File: src/rtl/seg_scan_decoder_pkg.sv
// Shared types and constants for the multiplexed 7-segment scan decoder.
// Holds the FSM state enum, the active-low segment table and the blank codes.
package seg_pkg;

    localparam int STABLE_CYC_DEF = 4;

    typedef enum logic [1:0] {
        ST_IDLE  = 2'd0,
        ST_TRACK = 2'd1,
        ST_HOLD  = 2'd2
    } state_t;

    // Active-low glyphs for 0..F with bit 7 (dp) forced high; entry i is SEG_TABLE[i].
    localparam logic [15:0][7:0] SEG_TABLE = {
        8'h8E, 8'h86, 8'hA1, 8'hC6, 8'h83, 8'h88, 8'h90, 8'h80,
        8'hF8, 8'h82, 8'h92, 8'h99, 8'hB0, 8'hA4, 8'hF9, 8'hC0
    };

    localparam logic [7:0] BLANK_CODE    = 8'hFF;
    localparam logic [7:0] BLANK_CODE_DP = 8'h7F;

endpackage

File: src/rtl/seg_scan_decoder_seg7_decode.sv
// Combinational 7-segment pattern decoder: active-low {dp,g..a} in,
// hex nibble plus dp/blank/invalid flags out.
module seg7_decode
    import seg_pkg::*;
(
    input  logic [7:0] pattern,
    output logic [3:0] nibble,
    output logic       dp,
    output logic       blank,
    output logic       invalid
);

    logic [7:0] masked_s;
    logic       hit_s;

    // Table lookup with dp masked off; unmatched patterns leave nibble at 0.
    always_comb begin
        masked_s = pattern | 8'h80;
        nibble   = 4'h0;
        hit_s    = 1'b0;
        for (int i = 0; i < 16; i++) begin
            nibble = (masked_s == SEG_TABLE[i]) ? 4'(i) : nibble;
            hit_s  = hit_s | (masked_s == SEG_TABLE[i]);
        end
        dp      = ~pattern[7];
        blank   = (pattern == BLANK_CODE) || (pattern == BLANK_CODE_DP);
        invalid = ~blank & ~hit_s;
    end

endmodule

File: src/rtl/seg_scan_decoder.sv
// Snoops a multiplexed 8-digit 7-segment display bus, debounces each digit,
// and publishes a full-frame snapshot once all eight digits have been captured.
module seg_scan_decoder
    import seg_pkg::*;
#(
    parameter int STABLE_CYC = STABLE_CYC_DEF
) (
    input  logic        sys_clk_in,
    input  logic        sys_rst,
    input  logic [7:0]  seg_data_0_pin,
    input  logic [7:0]  seg_data_1_pin,
    input  logic [7:0]  seg_cs_pin,
    output logic [31:0] digits_o,
    output logic [7:0]  dp_o,
    output logic [7:0]  blank_o,
    output logic        frame_valid_o,
    output logic        seg_err_o,
    output logic        cs_err_o
);

    localparam logic [7:0] STABLE_LIM = 8'(STABLE_CYC);

    logic [7:0]  cs_r;
    logic [7:0]  data0_r;
    logic [7:0]  data1_r;
    logic [7:0]  prev_cs_r;
    logic [7:0]  prev_data_r;
    logic [7:0]  count_r;
    state_t      state_r;
    logic [31:0] work_digits_r;
    logic [7:0]  work_dp_r;
    logic [7:0]  work_blank_r;
    logic [7:0]  mask_r;

    logic [7:0]  sel_data_s;
    logic [2:0]  sel_idx_s;
    logic [7:0]  count_inc_s;
    logic        cs_onehot_s;
    logic        cs_bad_s;
    logic        same_s;
    logic        capture_s;
    logic        mask_full_s;
    logic [3:0]  dec_nibble_s;
    logic        dec_dp_s;
    logic        dec_blank_s;
    logic        dec_invalid_s;

    seg7_decode u_dec (
        .pattern (sel_data_s),
        .nibble  (dec_nibble_s),
        .dp      (dec_dp_s),
        .blank   (dec_blank_s),
        .invalid (dec_invalid_s)
    );

    // Input sampling: every decision below works on these registered copies.
    always_ff @(posedge sys_clk_in or posedge sys_rst) begin
        if (sys_rst) begin
            cs_r    <= 8'h00;
            data0_r <= 8'hFF;
            data1_r <= 8'hFF;
        end else begin
            cs_r    <= seg_cs_pin;
            data0_r <= seg_data_0_pin;
            data1_r <= seg_data_1_pin;
        end
    end

    // Select decode, stability compare and capture condition.
    always_comb begin
        cs_onehot_s = (cs_r != 8'h00) && ((cs_r & (cs_r - 8'h01)) == 8'h00);
        cs_bad_s    = (cs_r != 8'h00) && !cs_onehot_s;
        sel_data_s  = (cs_r[3:0] != 4'h0) ? data0_r : data1_r;
        sel_idx_s   = 3'd0;
        for (int i = 0; i < 8; i++) begin
            sel_idx_s = cs_r[i] ? 3'(i) : sel_idx_s;
        end
        same_s      = (cs_r == prev_cs_r) && (sel_data_s == prev_data_r);
        count_inc_s = (count_r < STABLE_LIM) ? (count_r + 8'd1) : count_r;
        capture_s   = (state_r == ST_TRACK) && cs_onehot_s && same_s &&
                      (count_inc_s >= STABLE_LIM);
        mask_full_s = (mask_r == 8'hFF);
    end

    // Debounce FSM: HOLD blocks re-capture until the digit or its pattern changes.
    always_ff @(posedge sys_clk_in or posedge sys_rst) begin
        if (sys_rst) begin
            state_r     <= ST_IDLE;
            count_r     <= 8'd0;
            prev_cs_r   <= 8'h00;
            prev_data_r <= 8'hFF;
        end else begin
            case (state_r)
                ST_IDLE: begin
                    if (cs_onehot_s) begin
                        state_r     <= ST_TRACK;
                        count_r     <= 8'd1;
                        prev_cs_r   <= cs_r;
                        prev_data_r <= sel_data_s;
                    end else begin
                        count_r <= 8'd0;
                    end
                end
                ST_TRACK: begin
                    if (!cs_onehot_s) begin
                        state_r <= ST_IDLE;
                        count_r <= 8'd0;
                    end else if (same_s) begin
                        count_r <= count_inc_s;
                        if (capture_s) begin
                            state_r <= ST_HOLD;
                        end
                    end else begin
                        count_r     <= 8'd1;
                        prev_cs_r   <= cs_r;
                        prev_data_r <= sel_data_s;
                    end
                end
                ST_HOLD: begin
                    if (!cs_onehot_s) begin
                        state_r <= ST_IDLE;
                        count_r <= 8'd0;
                    end else if (!same_s) begin
                        state_r     <= ST_TRACK;
                        count_r     <= 8'd1;
                        prev_cs_r   <= cs_r;
                        prev_data_r <= sel_data_s;
                    end
                end
                default: begin
                    state_r <= ST_IDLE;
                    count_r <= 8'd0;
                end
            endcase
        end
    end

    // Working frame, capture mask and snapshot; a capture coinciding with the
    // mask clear lands in the fresh mask, while the snapshot takes the old frame.
    always_ff @(posedge sys_clk_in or posedge sys_rst) begin
        if (sys_rst) begin
            work_digits_r <= 32'h0000_0000;
            work_dp_r     <= 8'h00;
            work_blank_r  <= 8'hFF;
            mask_r        <= 8'h00;
            digits_o      <= 32'h0000_0000;
            dp_o          <= 8'h00;
            blank_o       <= 8'hFF;
            frame_valid_o <= 1'b0;
        end else begin
            frame_valid_o <= mask_full_s;
            if (mask_full_s) begin
                digits_o <= work_digits_r;
                dp_o     <= work_dp_r;
                blank_o  <= work_blank_r;
            end
            if (capture_s) begin
                work_digits_r[{sel_idx_s, 2'b00} +: 4] <= dec_nibble_s;
                work_dp_r[sel_idx_s]                   <= dec_dp_s;
                work_blank_r[sel_idx_s]                <= dec_blank_s;
            end
            mask_r <= (mask_full_s ? 8'h00 : mask_r) | (capture_s ? cs_r : 8'h00);
        end
    end

    // Error pulses.
    always_ff @(posedge sys_clk_in or posedge sys_rst) begin
        if (sys_rst) begin
            seg_err_o <= 1'b0;
            cs_err_o  <= 1'b0;
        end else begin
            seg_err_o <= capture_s && dec_invalid_s;
            cs_err_o  <= cs_bad_s;
        end
    end

endmodule

File: config.mk
export PLATFORM = sky130hd
export DESIGN_NAME = seg_scan_decoder
export DESIGN_NICKNAME = d
export VERILOG_FILES = /design/src/rtl/seg_scan_decoder_pkg.sv /design/src/rtl/seg_scan_decoder_seg7_decode.sv /design/src/rtl/seg_scan_decoder.sv
export SDC_FILE = /design/constraint.sdc
export NUM_CORES = 1
export LEC_CHECK = 0
export BUFFER_PORTS_ARGS = -buffer_cell sky130_fd_sc_hd__buf_2
export CAP_MARGIN = 40
export CORE_MARGIN = 2
export CORE_UTILIZATION = 40
export DETAILED_ROUTE_END_ITERATION = 12
export PLACE_DENSITY_LB_ADDON = 0.2
export SKIP_LAST_GASP = 1
export SYNTH_ARGS = -nofsm -noshare
export SYNTH_HDL_FRONTEND = slang
export SYNTH_SLANG_ARGS = --single-unit
File: constraint.sdc
create_clock -name sys_clk_in -period 4.5 [get_ports sys_clk_in]
set_clock_uncertainty 0.05 [all_clocks]
set_input_delay 0.225 -clock sys_clk_in [delete_from_list [all_inputs] [get_ports sys_clk_in]]
set_output_delay 0.225 -clock sys_clk_in [all_outputs]
set_load 0.02 [all_outputs]
==> results.md <==
- Antenna violations before repair: 0
- Top-count cell post-synth: nand2_1
- Mapped cell area: 7190 um2
- Reg-to-reg critical path endpoint: work_dp_r[3]
- Tightest Pin Transition: 0.798 ns
- Routed vias: 4999
- Max-cap viol count: 0
- Vias in the first global route: a little over 5k
- Critical path class: register to register
- Crit path cell chain: or4_4, a211oi_1, nor3_1, nor4_4, nand4_4, nor4_1, mux2_2
- First-pass GRT wire length: roughly 26000 um
- Worst-case reg-to-reg path depth: 7
- Starting Density: between 40% and 50%
- Routed wire per std cell: about 15 um
- Post-DP HPWL: about 11000 um
- Share of the synthesized area in the top cell type: between 40% and 50%
- Final Critical Period: 3.61 ns
- Async SR Flop Fraction: 100%
- Max VDD drop: ~0.00026 V
- Placed Cells: slightly above 900
- Aggregate global-route resource usage: about 17%
- Post-synth top cells: nand2_1 (145), dfrtp_1 (117), mux2_2 (46)
- Dpl ws: approximately 0.86 ns
- EDFF count, synth: 0
- Post-route insts no fill: 983
- CTS clk-pin slew, worst paths: around 0.060 ns
- Final Worst Setup Slack: about 0.89 ns
- Reg-to-reg startpoint: cs_r[2]
- CP required: 4.76 ns
- Outcome: finished clean
- N_diodes: 0
- PD cells: just under 400 nW/um2
- Critical Path Max Stage Delay: between 0.6 and 0.7 ns
- H-tree depth: 4
- Yosys top cell by area: dfrtp_1
- Largest net degree at the start of global routing: between 60 and 70
- Most used DFF post-synth: dfrtp_1
- Buffers added on ports: between 70 and 80
- Final Hold Violating Endpoints: 0
- Die height: about 140 um
- Setup violators final: 0
- Max Root-Sink Buffers: 2
- Slew Viols, Final: 0
- CTS tree: yes
- CP delay by family, top: simple AND/OR/NAND/NOR gates
- Post_cts resized: 0
- Area of the core: around 18000 um2
- First-pass DRT Iterations: 4
- Hold WS: between 0.3 and 0.4 ns
- DRC: 0
- Layout area overhead: 21.6%
- Endpoint type of the worst setup path: register
- Final total power: around 3.4 mW
- Layout cells sized above 1: 30.9%
- Critical Path Start: cs_r[2]
- Worst hold path type: input port to asynchronous set/reset pin
- Crit path arrival time: approximately 3.9 ns
- Distinct cells, synth: 56
- CP startpoint kind: register
- Row Count: a little under 50
- Final nets: between 700 and 800
- Synth warn: 0
- Vias/cell: roughly 5
- Iteration-0 DRC Markers: approximately 240
- Max Fclk: 0.277 GHz
- Worst skew pair latency: approximately 0.42 ns
- Gr ovfl total: 0
- Leak Pwr: around 4.3 nW
- CP max stage cell: or4_4
- Mean post-synth cell area: around 11 um2
- Die footprint: around 19000 um2
- Flops & latches, synth: around 160
- Detailed Route WL: ~15000 um
- Area contributors post-synth: dfrtp_1 (41%), dfstp_2 (15%), nand2_1 (7.6%)
- Antenna viol nets, final: 0
- Syn Nets: ~670
- Worst Path Max Fanout: 15
- Routability cong.: 0.846
- Post-CTS Setup Bufs: 0
- Final period utilization: 80.2%
- Die Span X: 138 um
- Post-synthesis sequential area ratio: between 50 and 60%
- Max-slew headroom: approximately 47%
- CP Buf/Inv Count: 0
- Gate Count Post-Synth: roughly 640
- FF-to-FF setup slack: 0.89 ns
- Fillers: about 1.6k
- Unrepaired setup endpoints after global routing: no
- I/O pin cnt: 77
- Setup_tns: 0 ns
- Root buf cell: clkbuf_16
- Num CTS Buffers: 17
- Sink Count: around 160
## worst reg2reg max path: stages (launching register included)
cell and delay (ns):
dfrtp_1 0.49, or4_4 0.69, a211oi_1 0.27, nor3_1 0.12
nor4_4 0.46, nand4_4 0.48, nor4_1 0.57, mux2_2 0.38
## flip-flops by register name (all words and copies together), names as in the netlist
| register | flops |
|---|---|
| blank_o | 8 |
| count_r | 8 |
| cs_err_o | 1 |
| cs_r | 8 |
| data0_r | 8 |
| data1_r | 8 |
| digits_o | 32 |
| dp_o | 8 |
| frame_valid_o | 1 |
| mask_r | 8 |
| prev_cs_r | 8 |
| prev_data_r | 8 |
| seg_err_o | 1 |
| state_r | 2 |
| work_blank_r | 8 |
| work_digits_r | 32 |
| work_dp_r | 8 |
## report_power, final
group          internal (mW)  switching, mW  total [mW]
clock network          0.925          0.578        1.50
logic                  0.144          0.183       0.327
registers               1.51         0.0635        1.57
## kinds of logic after synthesis
| logic type | share of synthesized area [%] |
|---|---|
| DFF | 55.4 |
| xor gates and xnor gates | 2.19 |
| buffers and inverters | 2.87 |
| AOI/OAI and AO/OA | 5.82 |
| muxes | 12.8 |
| adders and majority gates | 1.22 |
| and+or+nand+nor | 19.8 |
## per-stage QoR
| stage | cell area, um2 | util (%) |
|---|---|---|
| floorplan | 7190 | - |
| global placement | 7800 | 43.9 |
| detailed placement | 7860 | 44.2 |
| CTS | 8740 | 49.2 |
| global route | 8740 | 49.2 |
| finish | 8740 | 49.2 |
## layer usage
layer	wire, um	global-route usage [%]	vias to the layer above
met4	192	4.89	0
met1	7210	23.3	2484
li1	-	-	2411
met5	0	0	-
met3	526	4.40	16
met2	7210	26.5	88
## worst max-delay path by stage
stage | end | slack (ns) | cells after the start
after floorplan | count_r[0] | 0.06 | 1
after global placement | work_dp_r[3] | 1.0 | 7
after detailed placement | work_dp_r[3] | 0.86 | 7
after CTS | work_dp_r[3] | 0.86 | 7
after global routing | work_dp_r[3] | 0.65 | 7
final | work_dp_r[3] | 0.89 | 7
## cells in the final DEF, fill, tap and decap left out, drive strengths merged, types with 21 or more instances in the layout
master,netlist,final
nand2,146,146
dfrtp,117,117
buf,9,88
mux2,62,62
dfstp,40,40
nor2,30,30
inv,23,26
dlygate4sd3,0,25
mux2i,22,22
clkbuf,18,21
## area by class of cell
| type | count | area (um2) | share of cell area (%) |
|---|---|---|---|
| Sequential cell | 157 | 3980 | 45.5 |
| Multi-Input combinational cell | 429 | 3010 | 34.4 |
| Timing Repair Buffer | 113 | 748 | 8.56 |
| Clock buffer | 21 | 470 | 5.38 |
| Tap cell | 229 | 287 | 3.28 |
| Clock inverter | 11 | 158 | 1.80 |
| Inverter | 23 | 91.3 | 1.04 |
## repair_timing
item | in CTS | in global routing
hold buffers | 25 | 0
setup endpoints to repair | 0 | 0
endpoints found under the hold margin | 71 | 0
Note: power is estimated with default switching activity, not from simulation.
